[src/rtl/cpu_control_unit.sv]
// Multi-cycle control unit feeding a 16-bit ALU: fetch, decode, execute, memory, writeback, halt.
// Latency: 4 cycles per ALU/jump instruction, 5+N for loads/stores (N = dmem_ready wait cycles).
// Backpressure: the MEM state holds dmem_req and its address/data stable until dmem_ready is seen.
module cpu_control_unit #(
   parameter int ADDR_W = 8,
   parameter int DATA_W = 16
) (
   input  logic              clk,
   input  logic              rst,
   output logic              imem_en,
   output logic [ADDR_W-1:0] imem_addr,
   input  logic [15:0]       imem_rdata,
   output logic [3:0]        alu_opcode,
   output logic [DATA_W-1:0] alu_operand0,
   output logic [DATA_W-1:0] alu_operand1,
   input  logic [DATA_W-1:0] alu_result,
   input  logic              alu_zero,
   output logic              dmem_req,
   output logic              dmem_we,
   output logic [ADDR_W-1:0] dmem_addr,
   output logic [DATA_W-1:0] dmem_wdata,
   input  logic [DATA_W-1:0] dmem_rdata,
   input  logic              dmem_ready,
   output logic [ADDR_W-1:0] pc,
   output logic              halted
);

   // Opcode encodings used by the sequencer (the ALU decodes its own subset).
   localparam logic [3:0] OP_LDI   = 4'd10;
   localparam logic [3:0] OP_JMP   = 4'd11;
   localparam logic [3:0] OP_JMPZ  = 4'd12;
   localparam logic [3:0] OP_STORE = 4'd13;
   localparam logic [3:0] OP_LOAD  = 4'd14;
   localparam logic [3:0] OP_HALT  = 4'd15;

   typedef enum logic [2:0] {
      S_FETCH,
      S_DECODE,
      S_EXECUTE,
      S_MEM,
      S_WRITEBACK,
      S_HALT
   } state_t;

   state_t state_q;
   state_t state_d;

   // Architectural and pipeline state.
   logic [15:0]       ir_q;
   logic [DATA_W-1:0] result_q;
   logic              zflag_q;
   logic [ADDR_W-1:0] pc_q;
   logic [ADDR_W-1:0] pc_next;
   logic [DATA_W-1:0] regs_q [4];

   // Instruction fields of the current instruction register.
   logic [3:0] opc;
   logic [1:0] rd;
   logic [1:0] rs;
   logic [7:0] imm;

   // Decoded instruction classes.
   logic is_alu_op;
   logic is_mem_op;
   logic is_store;
   logic writes_rd;
   logic uses_imm;

   assign opc = ir_q[15:12];
   assign rd  = ir_q[11:10];
   assign rs  = ir_q[9:8];
   assign imm = ir_q[7:0];

   // ALU-class ops are the only ones allowed to touch zflag; 5 and 9 are NOPs.
   assign is_alu_op = (opc == 4'd1) || (opc == 4'd2) || (opc == 4'd3) || (opc == 4'd4) ||
                      (opc == 4'd6) || (opc == 4'd7) || (opc == 4'd8);
   assign is_store  = (opc == OP_STORE);
   assign is_mem_op = is_store || (opc == OP_LOAD);
   assign writes_rd = is_alu_op || (opc == OP_LDI) || (opc == OP_LOAD);
   assign uses_imm  = (opc >= OP_LDI);

   // ALU and memory operand routing straight from the instruction register.
   assign alu_opcode   = opc;
   assign alu_operand0 = regs_q[rd];
   assign alu_operand1 = uses_imm ? DATA_W'(imm) : regs_q[rs];
   assign dmem_we      = dmem_req && is_store;
   assign dmem_addr    = ADDR_W'(imm);
   assign dmem_wdata   = regs_q[rd];
   assign imem_addr    = pc_q;
   assign pc           = pc_q;

   // Next pc: jumps take the immediate, everything else steps with natural wrap.
   always_comb begin
      pc_next = pc_q + ADDR_W'(1);
      if ((opc == OP_JMP) || ((opc == OP_JMPZ) && zflag_q)) begin
         pc_next = ADDR_W'(imm);
      end
   end

   // State register.
   always_ff @(posedge clk) begin
      if (rst) begin
         state_q <= S_FETCH;
      end else begin
         state_q <= state_d;
      end
   end

   // Next-state logic and state-decoded strobes.
   always_comb begin
      state_d  = state_q;
      imem_en  = 1'b0;
      dmem_req = 1'b0;
      halted   = 1'b0;
      case (state_q)
         S_FETCH: begin
            imem_en = 1'b1;
            state_d = S_DECODE;
         end
         S_DECODE: begin
            // HALT is recognised from the fetched word so it never reaches EXECUTE.
            state_d = (imem_rdata[15:12] == OP_HALT) ? S_HALT : S_EXECUTE;
         end
         S_EXECUTE: begin
            state_d = is_mem_op ? S_MEM : S_WRITEBACK;
         end
         S_MEM: begin
            dmem_req = 1'b1;
            if (dmem_ready) begin
               state_d = S_WRITEBACK;
            end
         end
         S_WRITEBACK: begin
            state_d = S_FETCH;
         end
         S_HALT: begin
            halted = 1'b1;
         end
         default: begin
            state_d = S_FETCH;
         end
      endcase
   end

   // Datapath: instruction latch, result capture, flag, register file and pc updates.
   always_ff @(posedge clk) begin
      if (rst) begin
         ir_q     <= '0;
         result_q <= '0;
         zflag_q  <= 1'b0;
         pc_q     <= '0;
         for (int i = 0; i < 4; i++) begin
            regs_q[i] <= '0;
         end
      end else begin
         case (state_q)
            S_DECODE: begin
               ir_q <= imem_rdata;
            end
            S_EXECUTE: begin
               result_q <= alu_result;
               if (is_alu_op) begin
                  zflag_q <= alu_zero;
               end
            end
            S_MEM: begin
               // Load data is only valid in the cycle the memory signals ready.
               if (dmem_ready && !is_store) begin
                  result_q <= dmem_rdata;
               end
            end
            S_WRITEBACK: begin
               if (writes_rd) begin
                  regs_q[rd] <= result_q;
               end
               pc_q <= pc_next;
            end
            default: begin
            end
         endcase
      end
   end

endmodule

[config.mk]
export PLATFORM = sky130hd
export DESIGN_NAME = cpu_control_unit
export DESIGN_NICKNAME = d
export VERILOG_FILES = /design/src/rtl/cpu_control_unit.sv
export SDC_FILE = /design/constraint.sdc
export NUM_CORES = 1
export LEC_CHECK = 0
export CAP_MARGIN = 20
export CORE_MARGIN = 4
export CORE_UTILIZATION = 53
export CTS_BUF_LIST = sky130_fd_sc_hd__clkbuf_4 sky130_fd_sc_hd__clkbuf_8
export CTS_CLUSTER_SIZE = 28
export DETAILED_ROUTE_END_ITERATION = 10
export GPL_TIMING_DRIVEN = 1
export PLACE_DENSITY = 0.83
export SLEW_MARGIN = 0
export SYNTH_ARGS = -nofsm -noshare
export SYNTH_HDL_FRONTEND = slang
export SYNTH_SLANG_ARGS = --single-unit
[constraint.sdc]
create_clock -name clk -period 4.3 [get_ports clk]
set_clock_uncertainty 0.1 [all_clocks]
set_input_delay 0.86 -clock clk [delete_from_list [all_inputs] [get_ports clk]]
set_output_delay 0.86 -clock clk [all_outputs]
set_load 0.02 [all_outputs]
==> flow_summary.json, run 1 <==
{
  "synth.net_count": 601,
  "synth-seq-cells": 112,
  "wire_per_inst_um": 18.4,
  "start_util": 0.543,
  "r2r-start": "state_q[0]",
  "die_y_um": 114,
  "dp_cells": 744,
  "postPlaceCellArea_mm2": 0.00700,
  "antenna_found_initial": 0,
  "postCtsSetupBuffers": 0,
  "whs_ns": 0.364,
  "relSlewSlack": 0.373,
  "synth_edf_count": 64,
  "nFillCells": 830,
  "grt_max_degree": 40,
  "whs_path_depth": 2,
  "cts_buffer_depth": 2,
  "synth.distinct_cells": 50,
  "setup_tns_ns": 0,
  "die_x_um": 114,
  "avgSynthCellArea_um2": 10.8,
  "power_frac_comb": 0.267,
  "cts_buffers": 9,
  "p_int_w": 0.00171,
  "cts_resized": 0,
  "grt_pass1_vias": 4389,
  "hold_path.class": "flip-flop to flip-flop",
  "h-tree-depth": 3,
  "ys_seq_area_frac": 0.488,
  "ant_nets": 0,
  "io_pins": 132,
  "power_density_mw_per_mm2": 345,
  "rsz0062_at_grt": "false",
  "postSynthCellCount": 548,
  "wl_met2_um": 7180,
  "top_layer_used": "met4",
  "ff2ff_path_depth": 5,
  "netlist_area_mm2": 0.00591,
  "cts_tree": "done",
  "setup_violations": 0,
  "finalNonFillerCells": 762,
  "hold_viol_final": 0,
  "switching_share": 0.309,
  "path_class": "flip-flop to output port",
  "cts.sinks": 112,
  "p_leak_nw": 2.37,
  "first_pass_iters": 5,
  "crit_arrival_ns": 2.68,
  "drt_drc_violations_left": 0,
  "peakVddDrop_mv": 0.170,
  "core_area_mm2": 0.0109,
  "worstSetupStartpointType": "flip-flop",
  "drt-total-wl_um": 14100,
  "drive_gt1_frac": 0.150,
  "worstMarginPinSlew_ns": 0.940,
  "groute.usage.overall": 0.219,
  "dp_hpwl_um": 10200,
  "gp_congestion": 0.788,
  "overflow": 0,
  "drt-initial-drc-count": 344,
  "final_common_cell": "clkdlybuf4s50_1",
  "crit_path_max_fanout": 9,
  "wl_met1_um": 5830,
  "crit_path_end_kind": "output port",
  "outcome": "finished, final reports clean",
  "synth_ff_type": "edfxtp_1",
  "rows": 38,
  "period_needed_ns": 3.64,
  "worst_ep_required_time_ns": 3.34,
  "pwr-share-seq": 0.511,
  "cts.clk_slew.worst_paths_ns": 0.10,
  "port_buffers": 131,
  "dieArea_mm2": 0.0129,
  "grt_pass1_wl_um": 22400,
  "syn_to_final_growth_pct": 21.4,
  "post-route-period-util": 0.847,
  "clockPowerShare": 0.222,
  "insertion_delay_ns": 0.36,
  "drv_slew": 0,
  "cts_hold_buf": 0,
  "ys_warn_count": 0,
  "max_freq_mhz": 274,
  "layout.nets": 670,
  "mostFrequentLayoutCells": "clkdlybuf4s50_1, edfxtp_1, nand2_1",
  "p_sw_w": 0.000765,
  "viasPerCell": 5.88,
  "vias": 4483,
  "drv_cap": 0,
  "async_flop_share": 0,
  "wl_met3_um": 827,
  "min_from": "zflag_q",
  "design_area_mm2": 0.00718,
  "clock_tree.root_cell": "clkbuf_8",
  "antenna_cells": 0
}
worst paths after layout:
path	endpoint	slack (ns)
setup / recovery	alu_operand1[2]	0.66
setup reg to reg	regs_q[1][8]	1.24
hold reg to reg	zflag_q	0.36
hold / removal	zflag_q	0.36
layer usage:
layer / GRT usage / vias up
met1: 0.290 / 2179
met5: 0 / -
met4: 0.0673 / 0
met2: 0.375 / 179
li1: - / 2108
met3: 0.0334 / 17
kinds of logic after synthesis:
kind of cell             share of synthesized area
AND/OR/NAND/NOR                              0.169
flip-flops                                   0.488
buffers and inverters                       0.0984
AO/OA/AOI/OAI                               0.0916
multiplexers                                 0.149
XOR/XNOR                                   0.00148
adder cells (fa/ha/maj)                    0.00212
sequential cells by signal, summed over array words and instances, names as in the netlist, named ones only:
register	count
result_q	16
ir_q	16
imem_addr	8
state_q	3
zflag_q	1
regs_q	64
Yosys cell counts, drive strengths merged (3+ instances only):
library cell	instances	area, um^2
a21oi	43	215
a311oi	16	140
and2	9	56.3
and3	4	25.0
buf	53	372
clkbuf	34	128
dfxtp	48	961
edfxtp	64	1920
inv	22	82.6
mux2	10	113
mux2i	5	50.1
mux4	32	721
nand2	63	236
nand2b	8	50.1
nand3	22	110
nor2	22	82.6
nor3	49	315
o211ai	3	22.5
o21ai	9	45.0
power groups by stage:
stage,sequential (W),combinational [W],clock [W]
after floorplan,0.00124,0.000463,0
after global placement,0.00128,0.000645,0
after detailed placement,0.00129,0.000660,0
after CTS,0.00126,0.000662,0.000548
after global routing,0.00127,0.000707,0.000597
final,0.00126,0.000660,0.000550
stage by stage:
stage / setup WS [ns] / power (W) / utilization
floorplan: 0.883 / 0.00171 / -
CTS: 0.590 / 0.00247 / 0.658
global placement: 1.04 / 0.00193 / 0.643
global route: 0.477 / 0.00258 / 0.659
detailed placement: 0.992 / 0.00195 / 0.643
finish: 0.656 / 0.00247 / 0.659
worst max-delay path: stages, from the launching register on:
cell             delay, ns
dfxtp_1               0.66
buf_4                 0.33
mux4_2                0.52
mux2_2                0.27
clkdlybuf4s50_1       0.53
cell type report:
cell class	instances	area [um^2]	share of cell area
Timing Repair Buffer	145	1420	0.197
Tap cell	140	175	0.0244
Clock inverter	7	38.8	0.00540
Inverter	22	82.6	0.0115
Multi-Input combinational cell	327	2460	0.343
Sequential cell	112	2880	0.402
Clock buffer	9	124	0.0173
Power figures use the tool's default switching activity.
==> run 2: changes to the inputs <==
--- a/config.mk
+++ b/config.mk
@@ -7,12 +7,12 @@
 export LEC_CHECK = 0
 export CAP_MARGIN = 20
 export CORE_MARGIN = 4
-export CORE_UTILIZATION = 53
+export CORE_UTILIZATION = 47
 export CTS_BUF_LIST = sky130_fd_sc_hd__clkbuf_4 sky130_fd_sc_hd__clkbuf_8
 export CTS_CLUSTER_SIZE = 28
 export DETAILED_ROUTE_END_ITERATION = 10
 export GPL_TIMING_DRIVEN = 1
-export PLACE_DENSITY = 0.83
+export PLACE_DENSITY = 0.78
 export SLEW_MARGIN = 0
 export SYNTH_ARGS = -nofsm -noshare
 export SYNTH_HDL_FRONTEND = slang
==> constraint.sdc (replaced) <==
create_clock -name clk -period 3.3 [get_ports clk]
set_clock_uncertainty 0.1 [all_clocks]
set_input_delay 0.66 -clock clk [delete_from_list [all_inputs] [get_ports clk]]
set_output_delay 0.66 -clock clk [all_outputs]
set_load 0.02 [all_outputs]
==> flow_summary.json, run 2 (same netlist as run 1, synthesis figures left out) <==
{
  "ant_nets": 0,
  "crit_path_max_fanout": 16,
  "hold_viol_final": 0,
  "antenna_found_initial": 0,
  "path_buf_inv": 2,
  "setup_tns_ns": 0,
  "mostFrequentLayoutCells": "clkdlybuf4s50_1, edfxtp_1, nand2_1",
  "max_freq_mhz": 326,
  "wire_per_inst_um": 18.0,
  "start_util": 0.486,
  "cts.sinks": 112,
  "vias": 4491,
  "port_buffers": 131,
  "core_area_mm2": 0.0122,
  "postCtsSetupBuffers": 0,
  "clock_tree.root_cell": "clkbuf_8",
  "overflow": 0,
  "power_density_mw_per_mm2": 466,
  "top_register": "regs_q",
  "cts_tree": "done",
  "relSlewSlack": 0.363,
  "cts_buffers": 9,
  "worstMarginPinSlew_ns": 0.955,
  "grt_pass1_wl_um": 22400,
  "total_power_w": 0.00341,
  "dieArea_mm2": 0.0144,
  "top_regs": "regs_q: 64 flops, ir_q: 16 flops, result_q: 16 flops",
  "post-route-period-util": 0.930,
  "rows": 40,
  "groute.usage.overall": 0.193,
  "nFillCells": 968,
  "drv_cap": 0,
  "final_common_cell": "clkdlybuf4s50_1",
  "outcome": "finished, final reports clean",
  "peakVddDrop_mv": 0.235,
  "path_delay_family": "multiplexers",
  "grt_pass1_vias": 4433,
  "cts_resized": 0,
  "crit_chain": "buf_12 -> mux4_2 -> mux2_2 -> clkdlybuf4s50_1",
  "dp_hpwl_um": 10000,
  "grt_max_degree": 65,
  "max_stage_delay_ns": 0.55,
  "worstSetupStartpointType": "flip-flop",
  "drv_slew": 0,
  "period_needed_ns": 3.07,
  "viasPerCell": 5.66,
  "die_y_um": 120,
  "drt_drc_violations_left": 0,
  "cts_buffer_depth": 2,
  "die_x_um": 120,
  "io_pins": 132,
  "gp_congestion": 0.802,
  "layout.nets": 673,
  "setup_violations": 0,
  "worst_ep_required_time_ns": 2.54,
  "first_pass_iters": 5,
  "largest_register_ffs": 64,
  "insertion_delay_ns": 0.36,
  "crit_path_end_kind": "output port",
  "h-tree-depth": 3,
  "p_leak_nw": 2.42,
  "syn_to_final_growth_pct": 23.7,
  "drive_gt1_frac": 0.155,
  "cpMaxStageDelayCell": "clkdlybuf4s50_1",
  "rsz0062_at_grt": "false",
  "path_class": "flip-flop to output port",
  "drt-initial-drc-count": 254,
  "drt-total-wl_um": 14200,
  "antenna_cells": 0,
  "hold_path.class": "flip-flop to flip-flop",
  "cts_hold_buf": 0,
  "cts.clk_slew.worst_paths_ns": 0.11,
  "crit_arrival_ns": 2.31
}
[run 2: changes by cell type in the layout (fill, tap and decap cells not counted), sizes merged]
cell / delta
clkinvlp: -2
buf: +3
clkbuf: +3
clkinv: -3
bufinv: +2
[run 2: worst paths after layout]
kind | startpoint | end | slack, ns | cells after the start
max reg2reg | state_q[2] | regs_q[1][14] | 0.56 | 4
min reg2reg | ir_q[8] | flip-flop | 0.35 | 2
max | flip-flop | alu_operand1[7] | 0.23 | 4
min | ir_q[8] | flip-flop | 0.35 | 2
[run 2: worst register-to-register path: stages (launching register included)]
cell	delay, ns
dfxtp_1	0.51
or3b_4	0.53
or4_2	0.73
buf_4	0.37
nor3_1	0.30
[run 2: metrics by stage]
stage          instances  worst slack [ns]  utilization  area [um^2]  hold slack (ns)
5_1_grt              793             0.162        0.601         7310            0.372
4_1_cts              792             0.209        0.601         7310            0.362
3_5_place_dp         776             0.511        0.583         7090            0.351
2_1_floorplan        548           0.00431            -         5920            0.333
6_report             793             0.231        0.601         7310            0.352
3_3_place_gp         776             0.571        0.583         7090            0.346
[run 2: power by group]
part | internal, W | leakage, nW | switching, W
clock network | 0.000452 | 0.115 | 0.000433
logic | 0.000414 | 1.25 | 0.000489
registers | 0.00155 | 1.05 | 0.0000680
total | 0.00242 | 2.42 | 0.000989
[run 2: final cells by class]
class / count / area, um^2 / area share
timing repair buffer: 148 / 1450 / 0.198
sequential: 112 / 2880 / 0.394
clock inverter: 4 / 70.1 / 0.00958
multi-input combinational: 327 / 2470 / 0.338
inverter: 22 / 82.6 / 0.0113
tap: 168 / 210 / 0.0287
clock buffer: 12 / 146 / 0.0200
[run 2: metal layers]
layer | up-vias | global-route usage | wire length (um)
met2 | 171 | 0.338 | 7310
met3 | 15 | 0.0278 | 848
met1 | 2198 | 0.250 | 5850
met4 | 0 | 0.0544 | 227
li1 | 2107 | - | -
met5 | - | 0 | 0
